**config.mk**
```make
export PLATFORM = sky130hd
export DESIGN_NAME = fp_div_special_case_pipe
export DESIGN_NICKNAME = d
export VERILOG_FILES = /design/src/rtl/fp_div_special_case_pipe.sv
export SDC_FILE = /design/constraint.sdc
export NUM_CORES = 1
export LEC_CHECK = 0
export ABC_AREA = 0
export CORE_MARGIN = 3
export CORE_UTILIZATION = 33
export CTS_CLUSTER_DIAMETER = 150
export DETAILED_ROUTE_END_ITERATION = 8
export PLACE_DENSITY = 0.86
export SLEW_MARGIN = 25
export SYNTH_ARGS = -nofsm -noshare
export SYNTH_HDL_FRONTEND = slang
export SYNTH_SLANG_ARGS = --single-unit
```
**constraint.sdc**
```tcl
create_clock -name clk -period 1.9 [get_ports clk]
set_clock_uncertainty 0.2 [all_clocks]
set_input_delay 0.38 -clock clk [delete_from_list [all_inputs] [get_ports clk]]
set_output_delay 0.38 -clock clk [all_outputs]
set_load 0.03 [all_outputs]
```
**src/rtl/fp_div_special_case_pipe.sv**
```systemverilog
// fp_div_special_case_pipe: pipelined IEEE-754 divide special-case handler with tag, sticky flags and valid/ready flow control
//
// Sits beside the iterative mantissa divider. Each operand pair is classified in S1.
// S2 then holds either a final special result (NaN/Inf/zero) or a bypass indication,
// which tells the datapath to use the divider result instead.
//
// Ports:
//   clk, rst_n                     clock, asynchronous active-low reset
//   in_valid/in_ready              operand handshake
//   in_dividend, in_divisor        operands a and b (DATA_WIDTH)
//   in_tag                         opaque request tag (TAG_WIDTH)
//   out_valid/out_ready            result handshake
//   out_bypass                     1 = not a special case, use divider result (out_result is 0)
//   out_result, out_tag            special-case result and its tag
//   out_invalid, out_div_zero      per-result exception events
//   flags_clr                      synchronous clear of the sticky flags
//   sticky_invalid/sticky_div_zero accumulated exception flags
//
// Build option: define FP_DIV_DENORM_FLUSH_EN to treat subnormal operands as zero.
`timescale 1ns/1ps
module fp_div_special_case_pipe #(
    parameter int EXP_WIDTH = 8,
    parameter int MAN_WIDTH = 23,
    parameter int TAG_WIDTH = 4,
    localparam int DATA_WIDTH = 1 + EXP_WIDTH + MAN_WIDTH
) (
    input  logic                  clk,
    input  logic                  rst_n,
    input  logic                  in_valid,
    output logic                  in_ready,
    input  logic [DATA_WIDTH-1:0] in_dividend,
    input  logic [DATA_WIDTH-1:0] in_divisor,
    input  logic [TAG_WIDTH-1:0]  in_tag,
    output logic                  out_valid,
    input  logic                  out_ready,
    output logic                  out_bypass,
    output logic [DATA_WIDTH-1:0] out_result,
    output logic [TAG_WIDTH-1:0]  out_tag,
    output logic                  out_invalid,
    output logic                  out_div_zero,
    input  logic                  flags_clr,
    output logic                  sticky_invalid,
    output logic                  sticky_div_zero
);
`ifdef FP_DIV_DENORM_FLUSH_EN
    localparam logic FLUSH = 1'b1;
`else
    localparam logic FLUSH = 1'b0;
`endif
    localparam logic [DATA_WIDTH-1:0] QNAN = {1'b0, {EXP_WIDTH{1'b1}}, 1'b1, {(MAN_WIDTH-1){1'b0}}};

    // Class bits: [3] nan, [2] signalling nan, [1] inf, [0] zero (subnormals fold in when flushing)
    function automatic logic [3:0] classify(input logic [DATA_WIDTH-2:0] x);
        logic e_ones, e_zero, f_zero;
        e_ones = &x[DATA_WIDTH-2:MAN_WIDTH];
        e_zero = ~|x[DATA_WIDTH-2:MAN_WIDTH];
        f_zero = ~|x[MAN_WIDTH-1:0];
        return {e_ones & !f_zero, e_ones & !f_zero & !x[MAN_WIDTH-1], e_ones & f_zero, e_zero & (f_zero | FLUSH)};
    endfunction

    logic                  s1_valid, s1_sign;
    logic [3:0]            s1_a, s1_b;
    logic [TAG_WIDTH-1:0]  s1_tag;
    logic                  s1_adv, s2_adv, hs;
    logic                  r_bypass, r_inv, r_dz;
    logic [DATA_WIDTH-1:0] r_res;

    assign s2_adv   = !out_valid || out_ready;
    assign s1_adv   = !s1_valid || s2_adv;
    assign in_ready = s1_adv;
    assign hs       = out_valid && out_ready;

    always_ff @(posedge clk or negedge rst_n) begin
        if (!rst_n) begin
            s1_valid <= 1'b0;
            s1_sign  <= 1'b0;
            s1_a     <= '0;
            s1_b     <= '0;
            s1_tag   <= '0;
        end else if (s1_adv) begin
            s1_valid <= in_valid;
            if (in_valid) begin
                s1_sign <= in_dividend[DATA_WIDTH-1] ^ in_divisor[DATA_WIDTH-1];
                s1_a    <= classify(in_dividend[DATA_WIDTH-2:0]);
                s1_b    <= classify(in_divisor[DATA_WIDTH-2:0]);
                s1_tag  <= in_tag;
            end
        end
    end

    // Priority chain: earlier branches shadow later ones, so each test may assume
    // neither operand matched any earlier case (e.g. "b zero" implies a finite nonzero).
    always_comb begin
        r_bypass = 1'b0;
        r_inv    = 1'b0;
        r_dz     = 1'b0;
        r_res    = '0;
        if (s1_a[3] || s1_b[3]) begin
            r_res = QNAN;
            r_inv = s1_a[2] || s1_b[2];
        end else if ((s1_a[1] && s1_b[1]) || (s1_a[0] && s1_b[0])) begin
            r_res = QNAN;
            r_inv = 1'b1;
        end else if (s1_a[1]) begin
            r_res = {s1_sign, {EXP_WIDTH{1'b1}}, {MAN_WIDTH{1'b0}}};
        end else if (s1_b[1]) begin
            r_res = {s1_sign, {(DATA_WIDTH-1){1'b0}}};
        end else if (s1_b[0]) begin
            r_res = {s1_sign, {EXP_WIDTH{1'b1}}, {MAN_WIDTH{1'b0}}};
            r_dz  = 1'b1;
        end else if (s1_a[0]) begin
            r_res = {s1_sign, {(DATA_WIDTH-1){1'b0}}};
        end else begin
            r_bypass = 1'b1;
        end
    end

    always_ff @(posedge clk or negedge rst_n) begin
        if (!rst_n) begin
            out_valid    <= 1'b0;
            out_bypass   <= 1'b0;
            out_result   <= '0;
            out_tag      <= '0;
            out_invalid  <= 1'b0;
            out_div_zero <= 1'b0;
        end else if (s2_adv) begin
            out_valid <= s1_valid;
            if (s1_valid) begin
                out_bypass   <= r_bypass;
                out_result   <= r_res;
                out_tag      <= s1_tag;
                out_invalid  <= r_inv;
                out_div_zero <= r_dz;
            end
        end
    end

    // Clear takes effect first, so a flagged handshake in the same cycle still sets the flag.
    always_ff @(posedge clk or negedge rst_n) begin
        if (!rst_n) begin
            sticky_invalid  <= 1'b0;
            sticky_div_zero <= 1'b0;
        end else begin
            sticky_invalid  <= (sticky_invalid & !flags_clr) | (hs & out_invalid);
            sticky_div_zero <= (sticky_div_zero & !flags_clr) | (hs & out_div_zero);
        end
    end
endmodule

```
==> impl_metrics.yaml <==
timing:
  final.setup.tns_ns: 0
  fmax_ghz: 0.572
  hold_viol_final: 0
  whs_ns: 0.270
  drv_slew: 0
  finalSetupViolations: 0
  finalCritPeriodShare_pct: 91.9
  rsz0062_at_grt: "false"
  min_period_ns: 1.75
  finalWorstSetupSlack_ns: 0.153
final_layout:
  areaGrowthSynthToFinish_pct: 67.4
  antennaDiodeCount: 0
  nNetsFinal: 323
  drive_gt1_share_pct: 13.7
clocking:
  cts_resized: 12
  cts_tree: "yes"
  cts_hold_buf: 0
  cts_buffers: 3
  path_clk_slew_ns: 0.09
  clock_latency_ns: 0.27
  cts-root-buf: "clkbuf_8"
  post_cts_buffers: 0
  clockBufferDepth: 2
  cts_sinks: 27
  htreeDepth: 1
floorplan:
  die_h_um: 73.2
  coreArea_um2: 4170
  fp-row-count: 23
  die_area_um2: 5360
  start_util_pct: 35.7
  die_width_um: 73.2
  ioPinCount: 116
worst_setup_path:
  reg2reg_from: "out_valid"
  slowest_delay_ns: 0.46
  cp.arrival_ns: 1.17
  slowest_stage: "dfrtp_1"
  cp-end-kind: "primary output"
  path_buf_inv: 1
  start_kind: "register"
  r2r_slack_ns: 0.29
  setup.worst_path.class: "reg -> out"
  r2r-end: "out_result[30]"
  cp_top_family: "flip-flops"
  cp-startpoint: "out_result[30]"
  path_depth: 1
  path_cells: "dlygate4sd2_1"
  cp_max_fo: 9
  reg2reg_depth: 5
  worstPathRequired_ns: 1.32
grt:
  grt_antenna_before_repair: 0
  grt_max_degree: 28
  grt_pass1_vias: 1457
  grt.total_usage_pct: 14.6
  grt_pass1_wl_um: 6190
  gr-total-overflow: 0
placement:
  dp_hpwl_um: 3320
  gp_congestion: 0.819
  place_ws_ns: -0.131
  port_buffers: 93
detailed_routing:
  dr_total_vias: 1393
  drt_iter0_drc: 84
  wl_per_cell_um: 12.8
  viasPerCell: 4.66
  first_pass_iters: 4
  drcViolationCount: 0
  ant_nets: 0
  wl_um: 3840
synthesis:
  synth_area_leaders: "dfrtp_1 (45%), buf_4 (15%), mux2_2 (6.0%)"
  ys_types: 27
  ys_warn_count: 0
  ys_seq_elements: 27
  synth_area_um2: 1490
  synth_edf_count: 0
  netlist_instances: 147
  avgSynthCellArea_um2: 10.1
  yosysTopAreaCell: "dfrtp_1"
  synth_top_flop_cell: "dfrtp_1"
  yosysTopAreaCellShare_pct: 45.3
  ys_seq_area_share_pct: 45.3
  synthArstFlopShare_pct: 100
run_status:
  status: "completed"
power_and_ir_drop:
  ir_drop_mv: 0.306
  p_leak_nw: 1.17
  pwr_density_cell_nw_per_um2: 618
worst_hold_path:
  hold_class: "in -> async"
flow_run:
  maxCapViolations: 0
-- worst max path at each step --
| stage | slack, ns | end |
|---|---|---|
| 5_1_grt | 0.03 | s1_a[3] |
| 2_1_floorplan | 0.21 | s1_a[2] |
| 6_report | 0.15 | out_result[29] |
| 3_5_place_dp | -0.13 | s1_b[2] |
| 4_1_cts | 0.0004 | sticky_div_zero |
| 3_3_place_gp | -0.09 | s1_a[1] |
-- cells in the mapped netlist, types with 2 or more instances --
cell	number
buf_4	29
dfrtp_1	27
nand2_1	18
nor4_1	14
mux2_2	8
nor2_1	7
nand4_1	6
o21ai_0	6
o31ai_2	4
a22o_1	3
inv_1	3
nand2b_1	3
nand3_1	3
nor3_1	2
or3_4	2
-- cell type report --
cell class                 instances  area [um^2]
fill                             352         1680
timing repair buffer             107         1040
sequential                        27          676
multi-input combinational        108          661
tap                               50         62.6
clock buffer                       4         45.0
inverter                           3         11.3
-- routing by layer --
| metal | track usage (%) | vias up | wire [um] |
|---|---|---|---|
| met3 | 1.10 | 5 | 327 |
| li1 | - | 685 | - |
| met2 | 28.4 | 74 | 2090 |
| met4 | 6.15 | 0 | 60 |
| met5 | 0 | - | 0 |
| met1 | 16.0 | 629 | 1350 |
-- registers in the layout, summed over array words and instances (netlist names), 3 cells and up --
register    flops
out_result      3
out_tag         4
s1_a            4
s1_b            4
s1_tag          4
-- power by group --
part | total, mW | internal [mW] | switching [mW]
sequential | 0.657 | 0.626 | 0.0310
clock | 0.319 | 0.150 | 0.169
combinational | 0.565 | 0.274 | 0.291
-- cells in the final DEF (no fill, tap or decap), types with 2 or more instances in the layout --
master           count
clkdlybuf4s50_1     71
dfrtp_1             27
conb_1              22
nand2_1             18
buf_4               15
nor4_1              14
dlygate4sd2_1       12
dlymetal6s2s_1       9
mux2_2               8
nor2_1               7
o21ai_0              6
nand4_1              6
o31ai_2              4
inv_1                3
nand3_1              3
nand2b_1             3
a22o_1               3
clkbuf_8             3
nor3_1               2
or3_4                2
-- cells by family (layout without fill, tap and decap cells) --
| kind of cell | Yosys count | count (layout) | share of synthesized area [%] |
|---|---|---|---|
| and+or+nand+nor | 59 | 59 | 22.1 |
| buffers and inverters | 33 | 114 | 15.7 |
| muxes | 8 | 8 | 6.04 |
| xor gates and xnor gates | 1 | 1 | 0.587 |
| AOI/OAI and AO/OA | 18 | 18 | 9.98 |
| other | 1 | 22 | 0.251 |
| DFF | 27 | 27 | 45.3 |
-- metrics by stage --
stage | total power [mW] | area (um^2) | cells | utilization (%)
after floorplan | 0.999 | 1570 | 168 | -
after global placement | 1.25 | 2440 | 295 | 58.6
after detailed placement | 1.27 | 2440 | 295 | 58.6
after CTS | 1.56 | 2470 | 299 | 59.3
after global routing | 1.62 | 2500 | 299 | 59.8
final | 1.54 | 2500 | 299 | 59.8
Note: power is estimated with default switching activity, not from simulation.
